$ cat src/rtl/exe_writeback_collector.sv
// Execute-stage return path: buffers per-unit results and retires
// the two oldest (by sid) into the two writeback ports each cycle.
module exe_writeback_collector #(
  parameter int FIFO_DEPTH = 2,
  parameter int SID_W      = 6
) (
  input  logic             clk,
  input  logic             rst_n,
  input  logic             flush_i,
  input  logic             alu0_res_valid_i,
  output logic             alu0_res_ready_o,
  input  logic             alu0_res_rd_valid_i,
  input  logic [4:0]       alu0_res_rd_i,
  input  logic [1:0]       alu0_res_rd_type_i,
  input  logic [63:0]      alu0_res_value_i,
  input  logic [SID_W-1:0] alu0_res_sid_i,
  input  logic             alu0_res_endsim_i,
  input  logic             alu1_res_valid_i,
  output logic             alu1_res_ready_o,
  input  logic             alu1_res_rd_valid_i,
  input  logic [4:0]       alu1_res_rd_i,
  input  logic [1:0]       alu1_res_rd_type_i,
  input  logic [63:0]      alu1_res_value_i,
  input  logic [SID_W-1:0] alu1_res_sid_i,
  input  logic             alu1_res_endsim_i,
  input  logic             beu_res_valid_i,
  output logic             beu_res_ready_o,
  input  logic             beu_res_rd_valid_i,
  input  logic [4:0]       beu_res_rd_i,
  input  logic [1:0]       beu_res_rd_type_i,
  input  logic [63:0]      beu_res_value_i,
  input  logic [SID_W-1:0] beu_res_sid_i,
  input  logic             beu_res_endsim_i,
  input  logic             lsu_res_valid_i,
  output logic             lsu_res_ready_o,
  input  logic             lsu_res_rd_valid_i,
  input  logic [4:0]       lsu_res_rd_i,
  input  logic [1:0]       lsu_res_rd_type_i,
  input  logic [63:0]      lsu_res_value_i,
  input  logic [SID_W-1:0] lsu_res_sid_i,
  input  logic             lsu_res_endsim_i,
  output logic             wb0_valid_o,
  output logic             wb0_rd_valid_o,
  output logic [4:0]       wb0_rd_o,
  output logic [1:0]       wb0_rd_type_o,
  output logic [63:0]      wb0_value_o,
  output logic [SID_W-1:0] wb0_sid_o,
  output logic             wb0_endsim_o,
  output logic             wb1_valid_o,
  output logic             wb1_rd_valid_o,
  output logic [4:0]       wb1_rd_o,
  output logic [1:0]       wb1_rd_type_o,
  output logic [63:0]      wb1_value_o,
  output logic [SID_W-1:0] wb1_sid_o,
  output logic             wb1_endsim_o
);

  localparam int NU = 4;
  localparam int PW = $clog2(FIFO_DEPTH);
  localparam int CW = $clog2(FIFO_DEPTH + 1);
  localparam logic [CW-1:0] DEPTH_C = CW'(FIFO_DEPTH);

  typedef struct packed {
    logic             rd_valid;
    logic [4:0]       rd;
    logic [1:0]       rd_type;
    logic [63:0]      value;
    logic [SID_W-1:0] sid;
    logic             endsim;
  } res_t;

  logic [NU-1:0] w_in_valid;
  logic [NU-1:0] w_ready;
  logic [NU-1:0] w_nempty;
  logic [NU-1:0] w_deq;
  res_t          w_in   [NU];
  res_t          w_head [NU];

  assign w_in_valid = {lsu_res_valid_i, beu_res_valid_i,
                       alu1_res_valid_i, alu0_res_valid_i};

  assign w_in[0] = '{rd_valid: alu0_res_rd_valid_i,
                     rd:       alu0_res_rd_i,
                     rd_type:  alu0_res_rd_type_i,
                     value:    alu0_res_value_i,
                     sid:      alu0_res_sid_i,
                     endsim:   alu0_res_endsim_i};
  assign w_in[1] = '{rd_valid: alu1_res_rd_valid_i,
                     rd:       alu1_res_rd_i,
                     rd_type:  alu1_res_rd_type_i,
                     value:    alu1_res_value_i,
                     sid:      alu1_res_sid_i,
                     endsim:   alu1_res_endsim_i};
  assign w_in[2] = '{rd_valid: beu_res_rd_valid_i,
                     rd:       beu_res_rd_i,
                     rd_type:  beu_res_rd_type_i,
                     value:    beu_res_value_i,
                     sid:      beu_res_sid_i,
                     endsim:   beu_res_endsim_i};
  assign w_in[3] = '{rd_valid: lsu_res_rd_valid_i,
                     rd:       lsu_res_rd_i,
                     rd_type:  lsu_res_rd_type_i,
                     value:    lsu_res_value_i,
                     sid:      lsu_res_sid_i,
                     endsim:   lsu_res_endsim_i};

  assign alu0_res_ready_o = w_ready[0];
  assign alu1_res_ready_o = w_ready[1];
  assign beu_res_ready_o  = w_ready[2];
  assign lsu_res_ready_o  = w_ready[3];

  for (genvar u = 0; u < NU; u++) begin : g_fifo
    res_t          r_mem [FIFO_DEPTH];
    logic [PW-1:0] r_wptr;
    logic [PW-1:0] r_rptr;
    logic [CW-1:0] r_cnt;
    logic          r_rdy;
    logic          w_push;
    logic          w_pop;
    logic [CW-1:0] w_cnt_nxt;

    // Pushes while not ready are dropped here, never corrupting state.
    assign w_push = w_in_valid[u] & r_rdy;
    assign w_pop  = w_deq[u];

    assign w_head[u]   = r_mem[r_rptr];
    assign w_nempty[u] = (r_cnt != '0);
    assign w_ready[u]  = r_rdy;

    always_comb begin
      w_cnt_nxt = r_cnt;
      case ({w_push, w_pop})
        2'b10:   w_cnt_nxt = r_cnt + 1'b1;
        2'b01:   w_cnt_nxt = r_cnt - 1'b1;
        default: w_cnt_nxt = r_cnt;
      endcase
    end

    always_ff @(posedge clk) begin
      if (w_push && !flush_i)
        r_mem[r_wptr] <= w_in[u];
    end

    always_ff @(posedge clk or negedge rst_n) begin
      if (!rst_n) begin
        r_wptr <= '0;
        r_rptr <= '0;
        r_cnt  <= '0;
        r_rdy  <= 1'b1;
      end else if (flush_i) begin
        r_wptr <= '0;
        r_rptr <= '0;
        r_cnt  <= '0;
        r_rdy  <= 1'b1;
      end else begin
        if (w_push)
          r_wptr <= r_wptr + 1'b1;
        if (w_pop)
          r_rptr <= r_rptr + 1'b1;
        r_cnt <= w_cnt_nxt;
        r_rdy <= (w_cnt_nxt < DEPTH_C);
      end
    end
  end

  // MSB is the wrap bit; differing wrap bits invert the index order.
  function automatic logic older(input logic [SID_W-1:0] a,
                                 input logic [SID_W-1:0] b);
    if (a[SID_W-1] == b[SID_W-1])
      return a[SID_W-2:0] < b[SID_W-2:0];
    else
      return a[SID_W-2:0] > b[SID_W-2:0];
  endfunction

  logic [1:0] w_p0;
  logic [1:0] w_p1;
  logic       w_p0_v;
  logic       w_p1_v;

  // Strict compare keeps the lower unit index on equal sids.
  always_comb begin
    w_p0   = '0;
    w_p0_v = 1'b0;
    w_p1   = '0;
    w_p1_v = 1'b0;
    w_deq  = '0;
    for (int i = 0; i < NU; i++) begin
      if (w_nempty[i] &&
          (!w_p0_v || older(w_head[i].sid, w_head[w_p0].sid))) begin
        w_p0   = 2'(i);
        w_p0_v = 1'b1;
      end
    end
    for (int i = 0; i < NU; i++) begin
      if (w_nempty[i] && !(w_p0_v && (w_p0 == 2'(i))) &&
          (!w_p1_v || older(w_head[i].sid, w_head[w_p1].sid))) begin
        w_p1   = 2'(i);
        w_p1_v = 1'b1;
      end
    end
    if (w_p0_v)
      w_deq[w_p0] = 1'b1;
    if (w_p1_v)
      w_deq[w_p1] = 1'b1;
  end

  logic r_wb0_v;
  logic r_wb1_v;
  res_t r_wb0;
  res_t r_wb1;

  always_ff @(posedge clk or negedge rst_n) begin
    if (!rst_n) begin
      r_wb0_v <= 1'b0;
      r_wb1_v <= 1'b0;
      r_wb0   <= '0;
      r_wb1   <= '0;
    end else if (flush_i) begin
      r_wb0_v <= 1'b0;
      r_wb1_v <= 1'b0;
    end else begin
      r_wb0_v <= w_p0_v;
      r_wb1_v <= w_p1_v;
      if (w_p0_v)
        r_wb0 <= w_head[w_p0];
      if (w_p1_v)
        r_wb1 <= w_head[w_p1];
    end
  end

  assign wb0_valid_o    = r_wb0_v;
  assign wb0_rd_valid_o = r_wb0.rd_valid;
  assign wb0_rd_o       = r_wb0.rd;
  assign wb0_rd_type_o  = r_wb0.rd_type;
  assign wb0_value_o    = r_wb0.value;
  assign wb0_sid_o      = r_wb0.sid;
  assign wb0_endsim_o   = r_wb0.endsim;

  assign wb1_valid_o    = r_wb1_v;
  assign wb1_rd_valid_o = r_wb1.rd_valid;
  assign wb1_rd_o       = r_wb1.rd;
  assign wb1_rd_type_o  = r_wb1.rd_type;
  assign wb1_value_o    = r_wb1.value;
  assign wb1_sid_o      = r_wb1.sid;
  assign wb1_endsim_o   = r_wb1.endsim;

endmodule
$ cat config.mk
export PLATFORM = sky130hd
export DESIGN_NAME = exe_writeback_collector
export DESIGN_NICKNAME = d
export VERILOG_FILES = /design/src/rtl/exe_writeback_collector.sv
export SDC_FILE = /design/constraint.sdc
export NUM_CORES = 1
export LEC_CHECK = 0
export ABC_CLOCK_PERIOD_IN_PS = 27600
export BUFFER_PORTS_ARGS = -buffer_cell sky130_fd_sc_hd__buf_2
export CAP_MARGIN = 20
export CORE_ASPECT_RATIO = 0.75
export CORE_MARGIN = 2
export CORE_UTILIZATION = 60
export CTS_CLUSTER_SIZE = 14
export DETAILED_ROUTE_END_ITERATION = 10
export PLACE_DENSITY = 0.91
export SYNTH_ARGS = -nofsm -noshare
export SYNTH_HDL_FRONTEND = slang
export SYNTH_SLANG_ARGS = --single-unit
$ cat constraint.sdc
create_clock -name clk -period 27.6 [get_ports clk]
set_clock_uncertainty 0.05 [all_clocks]
set_input_delay 4.14 -clock clk [delete_from_list [all_inputs] [get_ports clk]]
set_output_delay 4.14 -clock clk [all_outputs]
set_load 0.01 [all_outputs]
Yosys cells after proc, flatten, opt, wreduce, memory -nomap -nowiden. Memories as Yosys holds them, arrays and structs flattened. Cells that the tools add are included.

Bits of input ports: 323. Memories kept: 4. Register bits after elaboration: 180. Output and inout port bits: 164. Bits in writable memories: 632.

Bitwise logic cells: 12. Muxes and demuxes: 81. Add/sub/neg operators: 16. Equal/unequal tests: 16. Magnitude comparators: 24. Reductions and logical operators: 52.

Memory list: g_fifo[0].r_mem (words 2, width 79, rd ports 1, clocked after Yosys merged registers in 0, wr ports 1, RTL line 113) `res_t r_mem [FIFO_DEPTH];`; g_fifo[1].r_mem (words 2, width 79, rd ports 1, clocked after Yosys merged registers in 0, wr ports 1, RTL line 113); g_fifo[2].r_mem (words 2, width 79, rd ports 1, clocked after Yosys merged registers in 0, wr ports 1, RTL line 113); g_fifo[3].r_mem (words 2, width 79, rd ports 1, clocked after Yosys merged registers in 0, wr ports 1, RTL line 113).

Operators with widths (count): $bmux 79 s2 (6); $mux 79 (4); $mux 7 (8); $mux 1 (47); $gt 5x5->1 (5); $lt 5x5->1 (5); $reduce_bool 2->1 (12); $logic_and 1x1->1 (20); $ge 3x3->1 const B (6); $not 2->3 (6); $mux 2 (8); $pmux 2 s2 (4); $eq 2x2->1 const B (6); $logic_not 1->1 (11); $eq 2x1->1 const B (5); $add 1x1->1 const B (8); $add 2x1->2 const B (4); $lt 2x2->1 const B (4); $mux 4 (2); $sub 2x1->2 const B (4); $logic_or 1x1->1 (6); $lt 2x3->1 const B (2); $eq 1x1->1 (5); $and 1x1->1 (4); 6 further kinds (9).

Depth between registers and ports, before layout. Gate-level depths: netlist of run 1.

Depth in word-level cells: 61. Depth in mapped cells: 70.

Least setup slack after synthesis of run 1. No wires, ideal clock.

Path type: reg-to-reg. Start: reg g_fifo[1].r_rptr. End: reg g_fifo[2].r_cnt[1]. Cell stages (with the launch flop): 68. Data arrival time: 12.230 ns. Period minus slack after synthesis: 12.418 ns. Setup time: 0.138 ns. Slack: 15.182 ns. Path buffers: 14. Data required time: 27.412 ns. Cells stage by stage: dfrtp_1 > buf_2 > buf_1 > clkbuf_1 > mux2i_1 > ha_1 > nand2b_1 > a211o_1 > a211oi_1 > a311o_1 > nand2_1 > clkbuf_1 > o21ai_0 > ha_1 > and3_1 > o21a_1 > or2_2 > or3_1 > [... 32 more ...] > mux2i_1 > ha_1 > inv_1 > a21oi_1 > nor2_1 > a211oi_1 > nor2_1 > o211ai_1 > nand3_1 > buf_4 > buf_2 > a21oi_1 > inv_1 > ha_1 > xnor2_1 > nor2_1 > xnor2_1 > nor2_1.

Word-level cells in the longest chain between the ends: 60.

RTL lines: start: declaration (RTL line 115) `logic [PW-1:0] r_rptr;`; start signal: assignment (RTL line 159) `r_rptr <= r_rptr + 1'b1;`; $mem_v2 2x79 (*); $gt 5x5->1, or another cell as far along (RTL line 172) `return a[SID_W-2:0] > b[SID_W-2:0];`; $mux 1 (RTL line 169) `if (a[SID_W-1] == b[SID_W-1])`; $logic_or 1x1->1 (RTL line 189) `(!w_p0_v || older(w_head[i].sid, w_head[w_p0].sid))) begin`; $logic_and 1x1->1 (RTL line 188) `if (w_nempty[i] &&`; $mux 1 (RTL line 188); $not 2->3 (not written as such) (RTL line 189); $bmux 79 s2 (RTL line 189); [... 44 more ...]; $logic_and 1x1->1 (not written as such) (RTL line 204) `w_deq[w_p1] = 1'b1;`; $mux 1 (not written as such) (RTL line 204); $demux 1 s2 (RTL line 204); $or 4x4->4 (no source line); $mux 4 (*) (RTL line 203) `if (w_p1_v)`; $eq 2x1->1 or $eq 2x2->1 (tied branches) (RTL line 132) `case ({w_push, w_pop})`; $pmux 2 s2 (*) (RTL line 132); $mux 2 (*) (RTL line 150) `end else if (flush_i) begin`; end signal: assignment (RTL line 160) `r_cnt <= w_cnt_nxt;`; end: declaration (RTL line 116) `logic [CW-1:0] r_cnt;`.

Mark *: on every way between the ends. The rest lies on a longest branch, timed or not. The select of a mux whose other input is x is not followed. A chain may end at the register's enable or synchronous reset.

Final worst setup path of run 1.
Start: reg g_fifo[1].r_rptr. End: reg r_wb1, in the netlist wb1_value_o[32].

Word-level cells in the longest chain between the ends: 55.

RTL lines: $mem_v2 2x79 (*); $gt 5x5->1, or another cell as far along (RTL line 172); $mux 1 (RTL line 169); $logic_or 1x1->1 (RTL line 189); $logic_and 1x1->1 (RTL line 188); $mux 1 (RTL line 188); $not 2->3 (not written as such) (RTL line 189); $bmux 79 s2 (RTL line 189); [... 38 more ...]; $gt 5x5->1, or another cell as far along (RTL line 172); $mux 1 (RTL line 169); $logic_or 1x1->1 (RTL line 196) `(!w_p1_v || older(w_head[i].sid, w_head[w_p1].sid))) begin`; $logic_and 1x1->1 (RTL line 195) `if (w_nempty[i] && !(w_p0_v && (w_p0 == 2'(i))) &&`; $mux 2 (RTL line 195); $not 2->3 (not written as such) (RTL line 227) `r_wb1 <= w_head[w_p1];`; $bmux 79 s2 (RTL line 227); $mux 79 (not written as such) (2 in series) (RTL line 227); end signal: assignment (RTL line 227); end: declaration (RTL line 210) `res_t r_wb1;`.

Marks and branches as above.

==> results.md, run 1 <==
* Post-synthesis sequential area ratio at 0.675
* CP Launch Type: flip-flop
* Via count at 24419
* Endpoints failing setup at 0
* Top-area cell type share of the netlist area at 0.545
* Die area at 59900 um2
* Cell taking the most area after synthesis: edfxtp_1
* Die height at 213 um
* Routability cong. at 0.944
* Count of state elements after synthesis at 812
* Status: finished clean
* Asr flop ratio synth at 0.222
* Number of cells on the critical path at 49
* R2r startpoint: g_fifo[1].r_rptr$_DFFE_PN0P_
* HPWL after DPL at 66200 um
* Crit path kind: reg2reg
* Mean Syn Cell Area at 14.4 um2
* Post_cts resized at 0
* Syn_nets at 2765
* Std cell rows at 76
* Clk buf depth at 3
* CTS root buf: clkbuf_16
* Worst skew pair latency at 0.63 ns
* Pre-CTS WS at 11.07 ns
* IO Count at 487
* FF-to-FF End: wb1_value_o[32]$_DFFE_PN0P_
* Final Hold Violating Endpoints at 0
* YS warnings at 0
* Slowest stage delay, CP at 0.83 ns
* Largest net degree at the start of global routing at 99
* Clk sink count at 812
* H-tree levels at 3
* DRC at 0
* Post-synth cell types at 61
* Antenna-violating nets left at 0
* Total power at 4.42 mW
* DR pass1 iterations at 7
* Synth Instances at 2409
* P_int at 2.75 mW
* Iter 0 DRT Violations at 3687
* Rel. slew slack at 0.256
* TritonCTS Buffers at 77
* Pwr/cell area at 109 nW/um2
* Ys flop type: edfxtp_1
* List of most frequent post-synthesis cells: 632 x edfxtp_1, 246 x mux2_2, 177 x nand2_1, 176 x dfrtp_1, 163 x mux2i_1
* WP data arrival at 17.25 ns
* Fin cells at 3722
* Crit Path Max Fanout at 82
* Register share of total power at 0.378
* Tmin final at 16.79 ns
* Max Cap Viol at 0
* CTS tree: yes
* I/O Buffers at 486
* Core area at 57300 um2
* Area growth from synthesis to layout at 16.6%
* Wire per inst at 27.6 um
* Crit path buffers/inverters at 4
* Critical path required time at 28.06 ns
* Clk pin slew, worst setup/hold paths at 0.06 ns
* Worst slew pin tran at 1.12 ns
* Maximum operating frequency at 59.6 MHz
* GR Overflow Total at 0
* First-pass GRT wire length at 151000 um
* Slew Limit Fails at 0
* Period utilisation layout at 0.608
* Crit-path leading delay family: compound AO/OA/AOI/OAI gates
* Pleak at 14.9 nW
* R2R setup slack at 10.81 ns
* WL final at 103000 um
* Layout cells sized above 1 at 0.337
* CP max-delay cell: and3_1
* VDD IR max at 58.8 uV
* Vias in the first global route at 24537
* Comb pwr share at 0.386
* Critical Path End: wb1_value_o[32]$_DFFE_PN0P_
* EDFF count, synth at 632
* Crit end category: flip-flop
* Placed instance count at 3548
* CTS Hold Bufs at 0
* Crit path from: g_fifo[1].r_rptr$_DFFE_PN0P_
* Switch share at 0.378
* Net Sw Power at 1.67 mW
* Vias per inst at 6.56
* GRT Overall Usage at 0.340
* Worst Reg-to-Reg Cells at 49
* Effective utilization at floorplan at 0.607
* Clock power share at 0.236
* RSZ-0062 raised after global routing: no
* Post-layout util at 0.708
* TNS Setup at 0 ns
* Post-CTS setup repair buffer count at 0
* Most frequent cell after synthesis: edfxtp_1
* Post-Syn Area at 34800 um2
* Worst setup margin at 10.81 ns
* Die W at 282 um
* Initial antenna violation count at 34
* Nets@finish at 3207
* Type of the most critical hold path: reg2reg
* Area contributors post-synth: edfxtp_1 55%, dfrtp_1 13%, mux2_2 8.0%, mux2i_1 4.7%, nand2_1 1.9%
==> layout by cell type, fill, tap and decap left out, drive strengths merged, types with 5 or more instances in the layout <==
| cell | Yosys | final |
|---|---|---|
| a2111oi | 15 | 15 |
| buf | 42 | 527 |
| nor3 | 34 | 34 |
| inv | 39 | 44 |
| mux2 | 247 | 247 |
| nand2 | 177 | 177 |
| nor3b | 5 | 5 |
| o2111ai | 21 | 21 |
| ha | 33 | 33 |
| diode | 0 | 27 |
| mux2i | 163 | 163 |
| o21ai | 112 | 112 |
| xnor2 | 11 | 11 |
| clkinv | 0 | 26 |
| clkbuf | 123 | 111 |
| a211oi | 85 | 85 |
| dfrtp | 176 | 176 |
| nor2b | 5 | 5 |
| a31oi | 18 | 18 |
| nand3 | 56 | 56 |
| or2 | 7 | 7 |
| o211ai | 5 | 5 |
| and3 | 5 | 5 |
| a221oi | 60 | 60 |
| and2 | 9 | 9 |
| edfxtp | 632 | 632 |
| a21oi | 85 | 85 |
| o221a | 58 | 58 |
| nor2 | 141 | 141 |
==> state kept, by name, summed over array words and instances, names as in the netlist, 2 cells and up <==
register	flops
g_fifo.r_cnt	8
g_fifo.r_mem	632
g_fifo.r_rptr	4
g_fifo.r_wptr	4
wb0_rd_o	5
wb0_rd_type_o	2
wb0_sid_o	6
wb0_value_o	64
wb1_rd_o	5
wb1_rd_type_o	2
wb1_sid_o	6
wb1_value_o	64
==> final cells by class <==
cell class | instances | area (um2)
Antenna cell | 27 | 67.6
Tap cell | 780 | 976
Inverter | 39 | 149
Sequential cell | 812 | 23500
Fill cell | 3587 | 16800
Clock buffer | 110 | 2200
Timing Repair Buffer | 528 | 2800
Clock inverter | 33 | 295
Multi-Input combinational cell | 1393 | 10600
==> worst min path at each step <==
stage	startpoint	to	depth (start not counted)	slack, ns
2_1_floorplan	wb0_endsim_o$_DFFE_PN0P_	wb0_endsim_o$_DFFE_PN0P_	2	0.47
3_3_place_gp	wb0_value_o[14]$_DFFE_PN0P_	wb0_value_o[14]$_DFFE_PN0P_	2	0.41
3_5_place_dp	wb0_value_o[15]$_DFFE_PN0P_	wb0_value_o[15]$_DFFE_PN0P_	2	0.42
4_1_cts	wb0_value_o[61]$_DFFE_PN0P_	wb0_value_o[61]$_DFFE_PN0P_	2	0.43
5_1_grt	wb0_value_o[61]$_DFFE_PN0P_	wb0_value_o[61]$_DFFE_PN0P_	2	0.44
6_report	wb0_value_o[61]$_DFFE_PN0P_	wb0_value_o[61]$_DFFE_PN0P_	2	0.43
==> power by group through the flow <==
| stage | sequential [mW] | combinational [mW] | clock, mW |
|---|---|---|---|
| after floorplan | 1.70 | 1.05 | 0 |
| after global placement | 1.68 | 1.57 | 0 |
| after detailed placement | 1.69 | 1.64 | 0 |
| after CTS | 1.67 | 1.66 | 1.05 |
| after global routing | 1.68 | 1.82 | 1.10 |
| final | 1.67 | 1.71 | 1.04 |
==> cell families after synthesis <==
family | after synthesis | synth area share
compound gates | 490 | 0.103
xor+xnor | 15 | 0.00378
fa+ha+maj | 34 | 0.0122
buf+inv | 204 | 0.0245
flops | 812 | 0.675
mux | 410 | 0.127
simple gates | 444 | 0.0542
==> metal layers <==
layer  global-route usage  wire (um)
met1                0.452      37900
met2                0.535      48000
met3               0.0818      11900
met4                0.156       4850
met5                    0        128
==> tightest hold or removal path, delay by kind of cell, from the launching register on <==
kind	cells	cell delay, ns
compound gates	1	0.06
flops	1	0.34
simple gates	1	0.05
==> through the flow <==
stage	hold WS, ns	cell area [um2]
after floorplan	0.466	34800
after global placement	0.414	37900
after detailed placement	0.417	37900
after CTS	0.433	40400
after global routing	0.444	40500
final	0.434	40600
No activity file was read; power rests on OpenSTA's default activity.
==> run 2: changes to the inputs <==
--- a/config.mk
+++ b/config.mk
@@ -5,15 +5,15 @@
 export SDC_FILE = /design/constraint.sdc
 export NUM_CORES = 1
 export LEC_CHECK = 0
-export ABC_CLOCK_PERIOD_IN_PS = 27600
+export ABC_CLOCK_PERIOD_IN_PS = 17370
 export BUFFER_PORTS_ARGS = -buffer_cell sky130_fd_sc_hd__buf_2
 export CAP_MARGIN = 20
 export CORE_ASPECT_RATIO = 0.75
 export CORE_MARGIN = 2
-export CORE_UTILIZATION = 60
+export CORE_UTILIZATION = 58
 export CTS_CLUSTER_SIZE = 14
 export DETAILED_ROUTE_END_ITERATION = 10
-export PLACE_DENSITY = 0.91
+export PLACE_DENSITY = 0.89
 export SYNTH_ARGS = -nofsm -noshare
 export SYNTH_HDL_FRONTEND = slang
 export SYNTH_SLANG_ARGS = --single-unit
==> constraint.sdc (replaced) <==
create_clock -name clk -period 17.37 [get_ports clk]
set_clock_uncertainty 0.05 [all_clocks]
set_input_delay 2.6055 -clock clk [delete_from_list [all_inputs] [get_ports clk]]
set_output_delay 2.6055 -clock clk [all_outputs]
set_load 0.01 [all_outputs]
==> run 2 against run 1 <==
Compared with the run above:
- utilization shrank 2.2 points
- global-route usage shrank 1.1 points
- total power grew 59%
- worst hold slack is essentially flat
- final area is essentially flat
- first-iteration DRC count grew 2.7%
- sequential power grew 59%
- sequential cell count is the same
- die area grew 3.4%
- register-to-register slack lost 8.8 ns
- combinational power grew 58%
- largest cell class unchanged
==> results.md, run 2 (synthesis gave the netlist of run 1 again) <==
* CP max-delay cell: and3_1
* Period utilisation layout at 0.887 (+0.279)
* Clk sink count at 812 (unchanged)
* Routability cong. at 0.928 (-1.7%)
* DR pass1 iterations at 6 (-1)
* R2R setup slack at 1.96 ns (-8.85 ns)
* Post-CTS setup repair buffer count at 0 (unchanged)
* IO Count at 487 (unchanged)
* Pwr/cell area at 173 nW/um2 (+59%)
* Vias in the first global route at 24851 (+1.3%)
* Antenna-violating nets left at 0 (unchanged)
* FF+latch area at 23500 um2 (unchanged)
* Area growth from synthesis to layout at 16.6% (about the same)
* Pre-CTS WS at 1.88 ns (-9.19 ns)
* Placed inst area at 38000 um2 (about the same)
* Slowest stage delay, CP at 0.81 ns (-0.02 ns)
* Number of cells on the critical path at 46 (-6.1%)
* Worst setup margin at 1.96 ns (-8.85 ns)
* WHS at 0.434 ns (+0.0000720 ns)
* GRT Overall Usage at 0.329 (-0.0108)
* Final Hold Violating Endpoints at 0 (unchanged)
* Initial antenna violation count at 29 (-15%)
* Footprint of the multi-input gates at 10600 um2 (unchanged)
* VDD IR max at 105 uV (+78%)
* Type of the most critical hold path: reg2reg
* Die W at 287 um (+1.7%)
* Most common cell after layout, fill and taps aside: edfxtp_1
* Worst skew pair latency at 0.62 ns (about the same)
* End of the worst hold path: wb0_value_o[10]$_DFFE_PN0P_
* Critical path required time at 17.82 ns (-10.24 ns)
* FF-to-FF End: wb1_value_o[26]$_DFFE_PN0P_
* CTS tree: yes
* R2r startpoint: g_fifo[0].r_rptr$_DFFE_PN0P_
* Rel. slew slack at 0.222 (-0.0334)
* TritonCTS Buffers at 77 (unchanged)
* HPWL after DPL at 66900 um (+1.1%)
* Core area at 59200 um2 (+3.2%)
* Die area at 62000 um2 (+3.4%)
* Endpoints failing setup at 0 (unchanged)
* Largest net degree at the start of global routing at 108 (+9.1%)
* First-pass GRT wire length at 152000 um (+0.75%)
* Status: finished clean
* Layout cells sized above 1 at 0.335 (-0.00240)
* GR Overflow Total at 0 (unchanged)
* Die height at 216 um (+1.7%)
* Max reg flops at 632 (unchanged)
* Clk buf depth at 3 (unchanged)
* Crit end category: flip-flop
* H-tree levels at 3 (unchanged)
* Hold Path Origin: wb0_value_o[10]$_DFFE_PN0P_
* Crit path kind: reg2reg
* CTS root buf: clkbuf_16
* Vias per inst at 6.55 (-0.16%)
* Slew Limit Fails at 0 (unchanged)
* Crit-path leading delay family: compound AO/OA/AOI/OAI gates
* Largest Register: g_fifo.r_mem
* Nets@finish at 3208 (+0.031%)
* Effective utilization at floorplan at 0.588 (-0.0186)
* WHS Path Cells at 2 (unchanged)
* Tmin final at 15.41 ns (-1.38 ns)
* I/O Buffers at 486 (unchanged)
* Iter 0 DRT Violations at 3788 (+2.7%)
* CP Launch Type: flip-flop
* WP data arrival at 15.86 ns (-1.39 ns)
* Fillers at 3871 (+7.9%)
* Crit path buffers/inverters at 4 (unchanged)
* Clk pin slew, worst setup/hold paths at 0.06 ns (about the same)
* Post_cts resized at 0 (unchanged)
* Worst Reg-to-Reg Cells at 46 (-6.1%)
* TNS Setup at 0 ns (unchanged)
* WL final at 104000 um (+1.1%)
* Wire per inst at 27.8 um (+0.68%)
* Post-layout util at 0.686 (-0.0219)
* Worst slew pin tran at 1.17 ns (+0.0502 ns)
* CTS Hold Bufs at 0 (unchanged)
* Final Cell Area at 40600 um2 (about the same)
* RSZ-0062 raised after global routing: no
* Std cell rows at 77 (+1.3%)
* Crit Path Max Fanout at 74 (-9.8%)
* DRC at 0 (unchanged)
* Pleak at 14.8 nW (-0.29%)
* Max Cap Viol at 0 (unchanged)
* Maximum operating frequency at 64.9 MHz (+9.0%)
* Commonest non-fill, non-tap cells in the layout: 632 x edfxtp_1, 485 x buf_2, 246 x mux2_2, 176 x nand2_1, 172 x dfrtp_1
* Via count at 24484 (+0.27%)
run 2: worst max-delay path by stage:
stage,from,end,slack (ns)
finish,g_fifo[0].r_rptr$_DFFE_PN0P_,wb1_value_o[26]$_DFFE_PN0P_,1.96
global route,g_fifo[0].r_rptr$_DFFE_PN0P_,alu1_res_ready_o$_DFF_PN1_,0.96
CTS,g_fifo[0].r_rptr$_DFFE_PN0P_,alu1_res_ready_o$_DFF_PN1_,1.77
detailed placement,g_fifo[0].r_rptr$_DFFE_PN0P_,alu1_res_ready_o$_DFF_PN1_,1.88
global placement,g_fifo[0].r_rptr$_DFFE_PN0P_,g_fifo[1].r_cnt[1]$_DFF_PN0_,2.35
floorplan,g_fifo[1].r_rptr$_DFFE_PN0P_,g_fifo[2].r_cnt[1]$_DFF_PN0_,4.95
run 2: cell type report:
class | instances | area share
antenna | 33 | 0.00204
clock buffer | 117 | 0.0530
clock inverter | 25 | 0.00756
inverter | 39 | 0.00367
multi-input combinational | 1393 | 0.261
sequential | 812 | 0.579
tap | 790 | 0.0244
timing repair buffer | 529 | 0.0691
run 2: tightest hold or removal path, stage by stage, from the launching register on:
cell and delay (ns):
dfrtp_1 0.34, nand2_1 0.05, o21ai_0 0.06
run 2: power breakdown:
group	switching, mW	internal [mW]	total (mW)
Combinational	1.69	1.02	2.71
Clock	0.726	0.924	1.65
Sequential	0.217	2.44	2.66
run 2: metrics by stage:
step                cells  power (mW)
finish               3738        7.02
floorplan            2409        4.37
global placement     3560        5.18
global route         3727        7.30
CTS                  3702        6.96
detailed placement   3560        5.30
run 2: per-layer routing:
metal	up-vias	track usage	part of all wire
met1	12090	0.436	0.37
li1	10222	-	-
met2	1824	0.524	0.47
met3	338	0.0779	0.11
met5	-	0	0.00065
met4	10	0.143	0.042
